$ cat src/rtl/ram_rw_arbiter.sv
// Shared memory port arbiter between instruction fetch and load/store.
// Fair round-robin grant, registered memory request, timeout recovery.
module ram_rw_arbiter #(
  parameter int TIMEOUT = 1024
) (
  input  logic        clock,
  input  logic        reset,
  input  logic        if_req_i,
  input  logic [63:0] if_addr_i,
  output logic        if_ready_o,
  output logic [31:0] if_data_o,
  input  logic        ls_req_i,
  input  logic        ls_wen_i,
  input  logic [63:0] ls_addr_i,
  input  logic [63:0] ls_wdata_i,
  input  logic [7:0]  ls_wmask_i,
  input  logic [2:0]  ls_size_i,
  output logic        ls_ready_o,
  output logic [63:0] ls_rdata_o,
  output logic        ram_cen_o,
  output logic        ram_wen_o,
  output logic [63:0] ram_addr_o,
  output logic [63:0] ram_wdata_o,
  output logic [7:0]  ram_wmask_o,
  output logic [2:0]  ram_size_o,
  input  logic        ram_ready_i,
  input  logic [63:0] ram_data_i,
  output logic        err_o
);

  localparam int CLOG = $clog2(TIMEOUT);
  localparam int CW = (CLOG > 10) ? CLOG : 10;

  typedef enum logic [1:0] {IDLE, REQ, RESP} state_t;

  state_t      state_q, state_d;
  logic        last_ls_q, last_ls_d;
  logic [CW-1:0] cnt_q, cnt_d;
  logic        cen_q, cen_d;
  logic        wen_q, wen_d;
  logic [63:0] addr_q, addr_d;
  logic [63:0] wdata_q, wdata_d;
  logic [7:0]  wmask_q, wmask_d;
  logic [2:0]  size_q, size_d;
  logic        if_ready_q, if_ready_d;
  logic [31:0] if_data_q, if_data_d;
  logic        ls_ready_q, ls_ready_d;
  logic [63:0] ls_rdata_q, ls_rdata_d;
  logic        err_q, err_d;
  logic        grant_ls;
  logic        expired;
  logic [63:0] rd;

  assign grant_ls = ls_req_i & (~if_req_i | ~last_ls_q);
  assign expired  = (cnt_q == CW'(TIMEOUT - 1));
  assign rd       = ram_ready_i ? ram_data_i : 64'd0;

  // Next-state: grant in IDLE, wait for memory in REQ, pulse in RESP.
  always_comb begin
    state_d    = state_q;
    last_ls_d  = last_ls_q;
    cnt_d      = cnt_q;
    cen_d      = cen_q;
    wen_d      = wen_q;
    addr_d     = addr_q;
    wdata_d    = wdata_q;
    wmask_d    = wmask_q;
    size_d     = size_q;
    if_ready_d = 1'b0;
    if_data_d  = if_data_q;
    ls_ready_d = 1'b0;
    ls_rdata_d = ls_rdata_q;
    err_d      = err_q;
    unique case (state_q)
      IDLE: begin
        if (if_req_i | ls_req_i) begin
          state_d   = REQ;
          cen_d     = 1'b1;
          cnt_d     = '0;
          last_ls_d = grant_ls;
          if (grant_ls) begin
            wen_d   = ls_wen_i;
            addr_d  = ls_addr_i;
            wdata_d = ls_wdata_i;
            wmask_d = ls_wmask_i;
            size_d  = ls_size_i;
          end else begin
            wen_d   = 1'b0;
            addr_d  = if_addr_i;
            wdata_d = 64'd0;
            wmask_d = 8'd0;
            size_d  = 3'd2;
          end
        end
      end
      REQ: begin
        if (ram_ready_i | expired) begin
          state_d = RESP;
          cen_d   = 1'b0;
          err_d   = err_q | ~ram_ready_i;
          if (last_ls_q) begin
            ls_ready_d = 1'b1;
            ls_rdata_d = wen_q ? 64'd0 : rd;
          end else begin
            if_ready_d = 1'b1;
            if_data_d  = addr_q[2] ? rd[63:32] : rd[31:0];
          end
        end else begin
          cnt_d = cnt_q + 1'b1;
        end
      end
      RESP: state_d = IDLE;
      default: state_d = IDLE;
    endcase
  end

  // State and registered outputs.
  always_ff @(posedge clock) begin
    if (reset) begin
      state_q    <= IDLE;
      last_ls_q  <= 1'b0;
      cnt_q      <= '0;
      cen_q      <= 1'b0;
      wen_q      <= 1'b0;
      addr_q     <= 64'd0;
      wdata_q    <= 64'd0;
      wmask_q    <= 8'd0;
      size_q     <= 3'd0;
      if_ready_q <= 1'b0;
      if_data_q  <= 32'd0;
      ls_ready_q <= 1'b0;
      ls_rdata_q <= 64'd0;
      err_q      <= 1'b0;
    end else begin
      state_q    <= state_d;
      last_ls_q  <= last_ls_d;
      cnt_q      <= cnt_d;
      cen_q      <= cen_d;
      wen_q      <= wen_d;
      addr_q     <= addr_d;
      wdata_q    <= wdata_d;
      wmask_q    <= wmask_d;
      size_q     <= size_d;
      if_ready_q <= if_ready_d;
      if_data_q  <= if_data_d;
      ls_ready_q <= ls_ready_d;
      ls_rdata_q <= ls_rdata_d;
      err_q      <= err_d;
    end
  end

  assign ram_cen_o   = cen_q;
  assign ram_wen_o   = wen_q;
  assign ram_addr_o  = addr_q;
  assign ram_wdata_o = wdata_q;
  assign ram_wmask_o = wmask_q;
  assign ram_size_o  = size_q;
  assign if_ready_o  = if_ready_q;
  assign if_data_o   = if_data_q;
  assign ls_ready_o  = ls_ready_q;
  assign ls_rdata_o  = ls_rdata_q;
  assign err_o       = err_q;

endmodule

$ cat config.mk
export PLATFORM = sky130hd
export DESIGN_NAME = ram_rw_arbiter
export DESIGN_NICKNAME = d
export VERILOG_FILES = /design/src/rtl/ram_rw_arbiter.sv
export SDC_FILE = /design/constraint.sdc
export NUM_CORES = 1
export LEC_CHECK = 0
export CORE_AREA = 3 3 199 201
export CTS_CLUSTER_DIAMETER = 30
export DETAILED_ROUTE_END_ITERATION = 6
export DIE_AREA = 0 0 202 204
export SLEW_MARGIN = 20
export SYNTH_ARGS = -nofsm -noshare
export SYNTH_HDL_FRONTEND = slang
export SYNTH_SLANG_ARGS = --single-unit
$ cat constraint.sdc
create_clock -name clock -period 2.11 [get_ports clock]
set_input_delay 0.422 -clock clock [delete_from_list [all_inputs] [get_ports clock]]
set_output_delay 0.422 -clock clock [all_outputs]
set_load 0.1 [all_outputs]
==> run summary, run 1 <==
final wirelength: 40.3 mm
vias: 10327
Mapped Cells: 1046
first drt pass iteration count: 5
layout cells sized above 1: 26.3%
clk buf depth: 3
Yosys warnings: 0
delay-heaviest family, CP: flip-flops
worst path cell trace: buf_12
Die ar.: 0.0412 sq mm
# setup viols final: 0
Total Neg Setup Slack: 0 ns
CP Capture Type: output port
maximum clock frequency: 515 MHz
fin crit share: 92.1%
nets: 1835
CP max FO: 15
number of buffers created by CTS: 72
Final Power: 21200 uW
post-route cell area: 0.0179 sq mm
clk sink count: 253
final hold viol count: 0
die span in x: 202 microns
number of vias per cell: 4.85
unrepaired setup endpoints after global routing: false
IO Port Bufs: 512
fillers: 3553
Netlist cell types: 40
Crit path buffers/inverters: 1
Mapped Nets: 1320
GRT Total Usage: 18.7%
Leakage: 0.00725 uW
Slew @ Worst Pin: 0.713 ns
crit path DAT: 1.52 ns
DRT antenna net count: 0
initial antenna violation count: 0
std cell rows: 71
Skew-Pair Late Insertion Delay: 0.57 ns
min Tclk post-route: 1.94 ns
Pwr per Cell Area: 1180 mW/mm^2
CP max-delay cell: dfxtp_2
Root Buffer: clkbuf_16
Inserted Diodes: 0
number of synthesized flops with an enable pin: 0
H-Tree Level Count: 3
Crit path largest cell delay: 0.70 ns
most frequent cells in the layout: clkdlybuf4s50_1 (270), buf_4 (265), dfxtp_1 (252)
critical path class: register to output port
CTS tree: done
number of max-cap violations: 0
Core Footprint: 0.0378 sq mm
sequential fraction of the synthesis area: 50.5%
Max Clock Skew: 0.0185 ns
synthesized area per cell: 9.58 sq um
most common cell after layout, fill and taps aside: clkdlybuf4s50_1
Residual DRC: 0
placed inst area: 0.0153 sq mm
Post-synth ARST share: 0%
Detailed Place HPWL: 28.3 mm
vias in the first global route: 10499
first-pass GRT wire length: 61.3 mm
Clk pin slew, worst setup/hold paths: 0.04 ns
critical path launch point type: register
area occupied by multi-input gates: 0.00457 sq mm
1st-iter DRT viols: 377
WP data required: 1.69 ns
GRT Residual Overflow: 0
Sequential Area: 0.00507 sq mm
Slew Limit Fails: 0
hold-fix buffers at CTS: 0
area grow syn2layout: 79.0%
WL/cell: 18.9 microns
Die H: 204 microns
IO Count: 513
HP Class: input port to register
Max-slew headroom: 52.5%
Primary FF master, synth: dfxtp_1
Peak VDD IR: 0.646 mV
Starting Density: 26.5%
Post-Syn Area: 0.0100 sq mm
GP Congestion: 0.816
FF+latch count, synth: 253
status: completed
largest net degree at the start of global routing: 142
==> area by class of cell <==
class / count / share of cell area [%]
Sequential cell: 253 / 28.2
Timing Repair Buffer: 553 / 28.0
Multi-Input combinational cell: 680 / 25.5
Clock buffer: 84 / 11.0
Clock inverter: 47 / 3.63
Tap cell: 511 / 3.56
Inverter: 1 / 0.0209
==> cell usage after synthesis (2+ instances only) <==
master,count,area (sq um)
and4_1,2,17.5
a21oi_1,73,365
a31oi_1,7,43.8
buf_6,2,22.5
a211oi_1,64,480
buf_1,9,33.8
a311oi_1,2,17.5
and2_1,2,12.5
nand4_1,2,12.5
or3_1,4,25.0
nand3_1,12,60.1
and3_1,2,12.5
o211ai_1,3,22.5
nor2_1,146,548
o2bb2ai_1,32,280
buf_2,13,65.1
a22oi_1,75,563
nand4b_1,64,561
nand2_1,6,22.5
a41oi_1,2,17.5
clkbuf_1,86,323
nor3_1,4,20.0
mux2i_1,96,961
nor2b_1,2,12.5
o21ai_0,66,330
dfxtp_1,253,5060
clkbuf_2,2,10.0
nand2b_1,3,18.8
==> where the power goes <==
part | internal (uW) | switching [uW]
clock network | 8280 | 3290
logic | 1300 | 3060
registers | 5100 | 192
==> layer usage <==
metal	share of wire (%)	vias up	global-route usage, %	wire [microns]
met5	0	-	0	0
met4	2.6	0	7.23	1060
met3	8.7	73	6.55	3510
met2	48	443	31.5	19500
met1	40	4868	22.1	16200
li1	-	4943	-	-
==> cells by family (layout without fill, tap and decap cells) <==
logic type	count (synthesis)	count (layout)	synth area share (%)
buffers and inverters	113	685	4.57
AOI/OAI and AO/OA	331	331	21.7
adders and majority gates	1	1	0.125
muxes	96	96	9.59
DFF	253	253	50.5
and+or+nand+nor	252	252	13.4
==> repair_timing <==
| action | in CTS | in global routing |
|---|---|---|
| setup buffers | 0 | 0 |
| resized for setup | 0 | 1 |
| endpoints found under the setup margin | 0 | 1 |
==> stage by stage <==
step,utilization (%),setup WS (ns),hold slack [ns],instances
after floorplan,-,0.282,0.478,1046
after global placement,40.5,0.0432,0.445,1998
after detailed placement,40.5,0.0352,0.448,1998
after CTS,47.5,0.110,0.0511,2129
after global routing,47.5,0.0812,0.0594,2129
final,47.5,0.167,0.0872,2129
==> sequential cells by signal, indices dropped and copies added, names as in the netlist, 2 cells and up <==
signal       cells
ram_wdata_o     64
state_q          2
ram_size_o       3
ram_addr_o      64
cnt_q           10
if_data_o       32
ram_wmask_o      8
ls_rdata_o      64
==> final timing paths <==
path | slack [ns] | startpoint | end | cells after the start
setup reg to reg | 0.21 | cnt_q[0]$_SDFFE_PP0P_ | cnt_q[4]$_SDFFE_PP0P_ | 6
hold / removal | 0.09 | reset | cnt_q[5]$_SDFFE_PP0P_ | 2
setup / recovery | 0.17 | ram_addr_o[2]$_SDFFE_PP0P_ | ram_addr_o[2] | 1
hold reg to reg | 0.46 | if_data_o[16]$_SDFFE_PP0P_ | if_data_o[16]$_SDFFE_PP0P_ | 1
(Power assumes the default switching activity.)
==> run 2, diff against run 1 <==
--- a/config.mk
+++ b/config.mk
@@ -6,7 +6,6 @@
 export NUM_CORES = 1
 export LEC_CHECK = 0
 export CORE_AREA = 3 3 199 201
-export CTS_CLUSTER_DIAMETER = 30
 export DETAILED_ROUTE_END_ITERATION = 6
 export DIE_AREA = 0 0 202 204
 export SLEW_MARGIN = 20
==> run 2 against run 1 <==
Against the previous run:
- clock power is 54% lower
- largest power group unchanged
- largest cell class unchanged
- critical endpoint unchanged
- final cell count is 3.6% lower
- combinational power hardly changed
==> run summary, run 2 (synthesis gave the netlist of run 1 again) <==
Leakage: 0.00649 uW (-10%)
H-Tree Level Count: 1 (-2)
status: completed
hold path start: reset
unrepaired setup endpoints after global routing: false
most frequent cells in the layout: clkdlybuf4s50_1 (270), buf_4 (265), dfxtp_1 (252)
vias in the first global route: 10006 (-4.7%)
post-route cell area: 0.0163 sq mm (-9.0%)
Max-slew headroom: 49.0% (-3.5 points)
RR Startpoint: cnt_q[0]$_SDFFE_PP0P_
Slew Limit Fails: 0 (unchanged)
min Tclk post-route: 1.95 ns (+0.00383 ns)
critical path class: register to output port
# setup viols final: 0 (unchanged)
Inserted Diodes: 0 (unchanged)
IO Count: 513 (unchanged)
Util after Layout: 43.3% (-4.3 points)
number of max-cap violations: 0 (unchanged)
Starting Density: 26.5% (unchanged)
vias: 10013 (-3.0%)
Die H: 204 microns (unchanged)
crit path DAT: 1.52 ns (about the same)
area grow syn2layout: 63.0%
final wirelength: 39.4 mm (-2.4%)
layout cells sized above 1: 22.4% (-3.9 points)
HP Class: input port to register
Detailed Place HPWL: 28.3 mm (unchanged)
hold-fix buffers at CTS: 0 (unchanged)
WL/cell: 19.2 microns (+1.2%)
WP data required: 1.69 ns (about the same)
Root Buffer: clkbuf_16
worst path cell trace: buf_12
Worst R2R End: cnt_q[4]$_SDFFE_PP0P_
GRT Total Usage: 18.0% (-0.78 points)
die span in x: 202 microns (unchanged)
Pwr per Cell Area: 916 mW/mm^2 (-23%)
number of buffers created by CTS: 31 (-57%)
Crit path largest cell delay: 0.70 ns (about the same)
number of vias per cell: 4.88 (+0.55%)
delay-heaviest family, CP: flip-flops
Slew @ Worst Pin: 0.766 ns (+0.0528 ns)
post-route setup slack: 0.163 ns (-0.00383 ns)
final hold viol count: 0 (unchanged)
most common cell after layout, fill and taps aside: clkdlybuf4s50_1
DP Worst Slack: 0.0352 ns (unchanged)
Clk pin slew, worst setup/hold paths: 0.06 ns (+0.02 ns)
std cell rows: 71 (unchanged)
Peak VDD IR: 0.635 mV (-1.7%)
Core Footprint: 0.0378 sq mm (unchanged)
Max Clock Skew: 0.0101 ns (-0.00840 ns)
CTS tree: done
first drt pass iteration count: 5 (unchanged)
CP max-delay cell: dfxtp_2
r2r setup slk: 0.23 ns (+0.02 ns)
clk buf depth: 3 (unchanged)
critical path launch point type: register
hold path depth: 2 (unchanged)
DRT antenna net count: 0 (unchanged)
Total Neg Setup Slack: 0 ns (unchanged)
nets: 1794 (-2.2%)
Reg2Reg Depth: 6 (unchanged)
Crit path buffers/inverters: 1 (unchanged)
GP Congestion: 0.816 (unchanged)
maximum clock frequency: 514 MHz (-0.20%)
hold path endpoint: cnt_q[5]$_SDFFE_PP0P_
largest net degree at the start of global routing: 142 (unchanged)
IO Port Bufs: 512 (unchanged)
placed inst area: 0.0153 sq mm (unchanged)
initial antenna violation count: 0 (unchanged)
Die ar.: 0.0412 sq mm (unchanged)
CP max FO: 15 (unchanged)
Residual DRC: 0 (unchanged)
GRT Residual Overflow: 0 (unchanged)
first-pass GRT wire length: 59.5 mm (-2.8%)
clk sink count: 253 (unchanged)
CP Capture Type: output port
fin crit share: 92.3% (+0.18 points)
1st-iter DRT viols: 436 (+16%)
Skew-Pair Late Insertion Delay: 0.56 ns (about the same)
==> run 2: cell count changes in the layout (fill, tap and decap cells not counted), moves of 2 or more <==
cell	previous run	this run
bufinv_16	13	3
clkbuf_1	1	5
clkbuf_16	74	31
clkbuf_8	9	4
clkinv_2	15	6
clkinv_4	1	3
clkinv_8	3	0
clkinvlp_4	12	0
==> run 2: where the power goes <==
part           switching [uW]  internal, uW
sequential                190          5070
combinational            3060          1300
clock                    2130          3200
==> run 2: repair_timing <==
action	CTS	global route
setup buffers	0	0
endpoints found under the hold margin	0	0
resized for setup	0	1
endpoints found under the setup margin	0	1
==> run 2: worst max path at each step <==
stage                               start                           to  slack, ns  depth (start not counted)
2_1_floorplan  ram_addr_o[2]$_SDFFE_PP0P_   if_data_o[10]$_SDFFE_PP0P_       0.28                          4
3_3_place_gp                     ls_req_i  ram_addr_o[14]$_SDFFE_PP0P_       0.04                          6
3_5_place_dp                     ls_req_i  ram_addr_o[14]$_SDFFE_PP0P_       0.04                          6
4_1_cts        ram_addr_o[2]$_SDFFE_PP0P_                ram_addr_o[2]        0.1                          1
5_1_grt             cnt_q[0]$_SDFFE_PP0P_        cnt_q[3]$_SDFFE_PP0P_       0.09                          6
6_report       ram_addr_o[2]$_SDFFE_PP0P_                ram_addr_o[2]       0.16                          1
==> run 2: metrics by stage <==
stage | std cells | total power [uW] | hold slack [ns]
after floorplan | 1046 | 8280 | 0.478
after detailed placement | 1998 | 9750 | 0.448
after CTS | 2053 | 15200 | 0.0401
after global routing | 2053 | 15500 | 0.0597
final | 2053 | 15000 | 0.0856
after global placement | 1998 | 9730 | 0.445
==> run 2: routing by layer <==
metal  vias up  global-route usage (%)  share of wire [%]
li1       4833                       -                  -
met1      4743                    21.9                 41
met2       383                    31.0                 49
met3        54                    5.48                8.1
met4         0                    4.46                2.4
met5         -                       0                  0
==> run 2: final cells by class <==
type / count / area [sq um]
fillers: 3686 / 21400
flip-flops and latches: 253 / 5070
repair buffers: 553 / 5030
multi-input cells: 680 / 4570
clock buffers: 40 / 850
well taps: 511 / 639
clock inverters: 15 / 173
inverters: 1 / 3.75
==> run 3, diff against run 2 <==
--- a/config.mk
+++ b/config.mk
@@ -5,9 +5,12 @@
 export SDC_FILE = /design/constraint.sdc
 export NUM_CORES = 1
 export LEC_CHECK = 0
-export CORE_AREA = 3 3 199 201
+export ABC_AREA = 1
+export ABC_CLOCK_PERIOD_IN_PS = 2110
+export CORE_AREA = 3 3 196 198
 export DETAILED_ROUTE_END_ITERATION = 6
-export DIE_AREA = 0 0 202 204
+export DIE_AREA = 0 0 199 201
+export PLACE_DENSITY = 0.74
 export SLEW_MARGIN = 20
 export SYNTH_ARGS = -nofsm -noshare
 export SYNTH_HDL_FRONTEND = slang
==> run 3 against run 2 <==
Against the previous run:
- clock skew grew 0.0061 ns
- critical endpoint is now ram_wen_o
- sequential cell count is the same
- clock power grew 1%
- largest cell class is now multi-input combinational cells
==> run summary, run 3 <==
Skew-Pair Late Insertion Delay: 0.56 ns (about the same)
CP max-delay cell: dfxtp_1
Peak VDD IR: 0.549 mV (-14%)
H-Tree Level Count: 1 (unchanged)
Reg2Reg Depth: 9 (+3)
HP Class: input port to register
unrepaired setup endpoints after global routing: false
final std cells w/o fill: 2666 (+30%)
GRT Total Usage: 22.0% (+4.1 points)
1st-iter DRT viols: 810 (+86%)
placed insts: 2607 (+30%)
RR Startpoint: cnt_q[1]$_SDFFE_PP0P_
crit path DAT: 1.53 ns (about the same)
most common cell after layout, fill and taps aside: nand2_1
initial antenna violation count: 6 (+6)
Yosys warnings: 0 (unchanged)
Pwr per Cell Area: 874 mW/mm^2 (-4.6%)
number of vias per cell: 4.94 (+1.3%)
clk sink count: 253 (unchanged)
number of max-cap violations: 0 (unchanged)
post-route cell area: 0.0178 sq mm (+8.8%)
die span in x: 199 microns (-1.5%)
Max Clock Skew: 0.0162 ns (+0.00612 ns)
critical path class: register to output port
GRT Residual Overflow: 0 (unchanged)
std cell rows: 70 (-1.4%)
r2r setup slk: 0.23 ns (about the same)
number of synthesized flops with an enable pin: 0 (unchanged)
Primary FF master, synth: dfxtp_1
Slew @ Worst Pin: 0.499 ns (-0.267 ns)
Clk pin slew, worst setup/hold paths: 0.06 ns (about the same)
maximum clock frequency: 512 MHz (-0.41%)
Total Neg Setup Slack: 0 ns (unchanged)
hold path endpoint: ls_rdata_o[56]$_SDFFE_PP0P_
final wirelength: 46.6 mm (+18%)
top post-synthesis cells by area: dfxtp_1 (44%), nand2_1 (15%), nand3_1 (7.1%)
Crit path largest cell delay: 0.46 ns (-0.24 ns)
worst path cell trace: buf_4, buf_12
Post-synth ARST share: 0% (unchanged)
Starting Density: 31.7% (+5.1 points)
FF+latch count, synth: 253 (unchanged)
Yosys top cell area share: 43.6% (-7.0 points)
synthesized area per cell: 6.72 sq um (-30%)
hold path depth: 5 (+3)
GP Congestion: 0.915 (+12%)
fin crit share: 92.7% (+0.38 points)
Detailed Place HPWL: 34.9 mm (+23%)
Max-slew headroom: 66.7% (+18 points)
layout cells sized above 1: 16.1% (-6.3 points)
Core Footprint: 0.0367 sq mm (-2.8%)
status: completed
final hold viol count: 0 (unchanged)
vias: 13167 (+31%)
number of buffers created by CTS: 29 (-6.5%)
IO Port Bufs: 512 (unchanged)
vias in the first global route: 12477 (+25%)
critical path launch point type: register
Die H: 201 microns (-1.5%)
CTS tree: done
first-pass GRT wire length: 70.3 mm (+18%)
Synth area leader: dfxtp_1
Post-Syn Area: 0.0116 sq mm (+16%)
CP max FO: 16 (+1)
most frequent cells in the layout: nand2_1 (464), clkdlybuf4s50_1 (270), buf_4 (266)
WL/cell: 17.5 microns (-8.9%)
placed inst area: 0.0167 sq mm (+9.2%)
Netlist cell types: 25 (-38%)
# setup viols final: 0 (unchanged)
Leakage: 0.00792 uW (+22%)
Mapped Cells: 1729 (+65%)
first drt pass iteration count: 5 (unchanged)
largest net degree at the start of global routing: 87 (-39%)
IO Count: 513 (unchanged)
DRT antenna net count: 0 (unchanged)
Root Buffer: clkbuf_16
Mapped Nets: 2003 (+52%)
CP Capture Type: output port
clk buf depth: 3 (unchanged)
Slew Limit Fails: 0 (unchanged)
sequential fraction of the synthesis area: 43.6% (-7.0 points)
hold path start: ram_ready_i
Hold WS: 0.326 ns (+0.241 ns)
WP data required: 1.69 ns (about the same)
most frequent cell after synthesis: nand2_1
area grow syn2layout: 52.9%
nets: 2445 (+36%)
Die ar.: 0.0400 sq mm (-2.9%)
Worst R2R End: if_data_o[0]$_SDFFE_PP0P_
min Tclk post-route: 1.95 ns (+0.00798 ns)
Post-synth top cells: nand2_1 (466), dfxtp_1 (253), inv_1 (195)
Residual DRC: 0 (unchanged)
[run 3: changes by cell type after synthesis, moves of 58 or more]
cell and change:
nand2_1 +460, inv_1 +194, nand3_1 +153, mux2i_1 -96, nand4_1 +79, a22oi_1 -75, a211oi_1 -64, nand4b_1 -64
a31oi_1 +58
[run 3: cell type report]
class                           instances  area [sq um]
Timing Repair Buffer                  558          5130
Clock buffer                           42           865
Sequential cell                       253          5070
Antenna cell                            4          10.0
Fill cell                            3530         18900
Clock inverter                         12           164
Multi-Input combinational cell       1133          5210
Tap cell                              468           586
Inverter                              196           741
[run 3: timing repair]
| item | in CTS | in global routing |
|---|---|---|
| endpoints found under the setup margin | 0 | 38 |
| setup buffers | 0 | 1 |
| gates resized for setup | 0 | 3 |
| hold buffers | 0 | 0 |
[run 3: critical path: cells and delay by family, from the launching register on]
family,cells,cell delay (ns)
buffers and inverters,2,0.51
DFF,1,0.46
[run 3: how the worst max path moves through the flow]
stage                           startpoint                     endpoint  slack [ns]  depth (start not counted)
floorplan           ram_wen_o$_SDFFE_PP0P_  ls_rdata_o[36]$_SDFFE_PP0P_        0.07                          8
global placement                  ls_req_i        cnt_q[6]$_SDFFE_PP0P_        0.05                          9
detailed placement                ls_req_i   ram_addr_o[6]$_SDFFE_PP0P_      -0.009                          7
CTS                  cnt_q[0]$_SDFFE_PP0P_   if_data_o[26]$_SDFFE_PP0P_        0.09                          9
global route         cnt_q[1]$_SDFFE_PP0P_   if_data_o[22]$_SDFFE_PP0P_        0.02                         10
finish              ram_wen_o$_SDFFE_PP0P_                    ram_wen_o        0.16                          2
[run 3: where the power goes]
group | internal [uW] | switching (uW) | total, uW
clock | 3320 | 2080 | 5400
sequential | 5100 | 189 | 5290
combinational | 1350 | 3500 | 4840
total | 9760 | 5770 | 15500
[run 3: routing by layer]
layer  GRT usage [%]  wire, microns  vias to the layer above
met1            25.2          17500                     5975
met3            6.06           4500                      119
li1                -              -                     6441
met5               0             13                        -
met4            11.3           2660                        2
met2            37.3          21800                      630
[run 3: metrics by stage]
stage / power (uW) / setup slack [ns] / util, %
after floorplan: 8670 / 0.0711 / -
after global placement: 10200 / 0.0456 / 45.6
after detailed placement: 10200 / -0.00915 / 45.6
after CTS: 15700 / 0.0892 / 48.4
after global routing: 16100 / 0.0217 / 48.4
final: 15500 / 0.155 / 48.4
[run 3: logic make-up (layout without fill, tap and decap cells)]
kind of cell,after synthesis,count (layout),synth area share (%)
flops,253,253,43.6
simple gates,887,887,32.6
compound gates,245,245,11.9
other cells,0,4,0
buf+inv,343,808,11.8
fa+ha+maj,1,1,0.108
==> variant (flow settings as in run 2) <==
Register the output `err_o` once more, with the module's reset; this adds one clock of latency there. The other outputs are not delayed to match.
--- a/src/rtl/ram_rw_arbiter.sv
+++ b/src/rtl/ram_rw_arbiter.sv
@@ -159,7 +159,13 @@
   assign if_data_o   = if_data_q;
   assign ls_ready_o  = ls_ready_q;
   assign ls_rdata_o  = ls_rdata_q;
-  assign err_o       = err_q;
+  always_ff @(posedge clock) begin
+    if (reset) begin
+      err_o <= '0;
+    end else begin
+      err_o <= err_q;
+    end
+  end
 
 endmodule
 
Function: not settled (the Yosys comparison gave no result); the edit may change what the design does.
==> variant against run 2 <==
  * Power increased by 2.9%
  * Via count up 3.8%
  * Setup slack better by 0.094 ns
  * Critical path depth increased by 5
  * Non-clock buffer count up 7
  * Final area up 2.5%
  * Sequential cell count rose by 1
  * Clock skew grew 0.0056 ns
  * Synthesized cell count increased by 7.2%
  * Routed wire length is 0.34% higher
  * Critical path type is now reg2reg
  * Synthesized area grew 3.4%
  * Hold slack improved by 0.22 ns
  * Clock power rose by 6.6%
==> variant: results (changes against run 2) <==
Outcome
  – Status: completed

Clock tree
  – Setup bufs post-CTS: 0 (unchanged)
  – H-tree Lvls: 1 (unchanged)
  – Clock buffer count from CTS: 30 (-3.2%)
  – CTS max path bufs: 3 (unchanged)
  – Worst-Skew Late Latency: 0.55 ns
  – Post-CTS Resized: 0 (unchanged)
  – Clock transition at the registers of the reported paths: 0.06 ns (about the same)
  – Clk root buf: clkbuf_16

Final layout
  – ANT cells: 0 (unchanged)
  – Layout net count: 1,866 (+4.0%)
  – Layout cells sized above 1: 23.65% (+1.2 points)
  – FILL cells: 3,693 (+0.19%)

Timing
  – Worst Skew: 0.01571 ns (+0.005620 ns)
  – Slew margin rel.: 55.37% (+6.4 points)

Logic synthesis
  – Async SR Flop Fraction: 0% (unchanged)
  – Top cells by area, synth: dfxtp_1 (49%), mux2i_1 (6.4%), a22oi_1 (5.5%)
  – Dominant synthesized flop cell: dfxtp_1
  – Top cells by count, synth: dfxtp_1 (254), nor2_1 (144), a21oi_1 (106)
  – Unique masters post-synth: 44 (+10%)
  – Total number of yosys warnings: 0 (unchanged)
  – Net Count, Synth: 1,395 (+5.7%)
  – Sequential fraction of the synthesis area: 49.10% (-1.4 points)

Setup path
  – Worst path slowest cell: dfxtp_1
  – Critical Path Fanout Max: 84 (+69)
  – Critical Path Max Stage Delay: 0.36 ns (-0.34 ns)
  – Critical Path AT: 2.33 ns (+0.81 ns)

Placement
  – # port buffers: 512 (unchanged)
  – Final GP Congestion: 0.8170 (about the same)
  – DP Wirelength: 28,850 um (+2.0%)

Min path
  – Worst hold path class: in2reg

Routing
  – Via count: 10,390 (+3.8%)
  – 1st-iter DRT viols: 387 (-11%)
  – Pre-antenna DRT Iters: 5 (unchanged)
  – Post-Route WL: 39,500 um (+0.34%)

Global routing
  – Largest net degree at the start of global routing: 85 (-40%)
  – Initial antenna violation count: 1 (+1)
  – First-pass GRT wire length: 59,250 um (-0.50%)
  – Total Routing Usage GR: 17.72% (-0.24 points)

Power
  – P_leak: 6.645 nW (+2.4%)
  – Maximum VDD drop: 0.0005319 V (-16%)
variant: worst paths after layout:
kind               endpoint     start  cells past startpoint  slack [ns]
max          ls_rdata_o[24]  cnt_q[0]                      6        0.26
min          ram_wmask_o[4]     reset                      2        0.30
max reg2reg  ls_rdata_o[24]  cnt_q[0]                      6        0.26
min reg2reg           err_o     err_q                      1        0.46
variant: kinds of logic after synthesis:
kind of cell	synth area share, %
AOI/OAI and AO/OA	21.29
and+or+nand+nor	14.66
adders and majority gates	0.1208
buffers and inverters	5.086
DFF	49.10
muxes	9.750
variant: per-stage QoR:
stage / cells / utilization (%) / setup WS, ns / area [sq um] / hold slack [ns]
2_1_floorplan: 1121 / - / 0.2681 / 10360 / 0.4323
3_3_place_gp: 2071 / 41.44 / 0.01918 / 15650 / 0.4589
3_5_place_dp: 2071 / 41.44 / 0.01648 / 15650 / 0.4596
4_1_cts: 2126 / 44.34 / 0.2530 / 16740 / 0.2680
5_1_grt: 2126 / 44.34 / 0.1036 / 16740 / 0.3062
6_report: 2126 / 44.34 / 0.2576 / 16740 / 0.3010
variant: layer usage:
layer,track usage [%],routed length [um],up-vias
met3,5.431,3507,46
met1,21.44,15960,4879
li1,-,-,5041
met4,4.012,820,0
met5,0,0,-
met2,31.00,19210,428
variant: final cells by class:
type                            count  area, sq um  share of cell area, %
Clock buffer                       39        835.8                  4.992
Clock inverter                     16        259.0                  1.547
Inverter                            1        3.754                0.02242
Multi-Input combinational cell    745         4772                  28.50
Sequential cell                   254         5086                  30.38
Tap cell                          511        639.4                  3.819
Timing Repair Buffer              560         5146                  30.74
variant: critical path: cells and delay by family, from the launching register on:
family / cells / cell delay (ns)
AOI/OAI and AO/OA: 3 / 0.53
adders and majority gates: 1 / 0.25
buffers and inverters: 1 / 0.32
DFF: 1 / 0.36
and+or+nand+nor: 1 / 0.27
variant: power breakdown:
group / internal [mW] / total (mW) / switching (mW)
Sequential: 5.09 / 5.27 / 0.177
Clock: 3.63 / 5.69 / 2.06
Combinational: 1.35 / 4.43 / 3.09
Total: 10.1 / 15.4 / 5.32
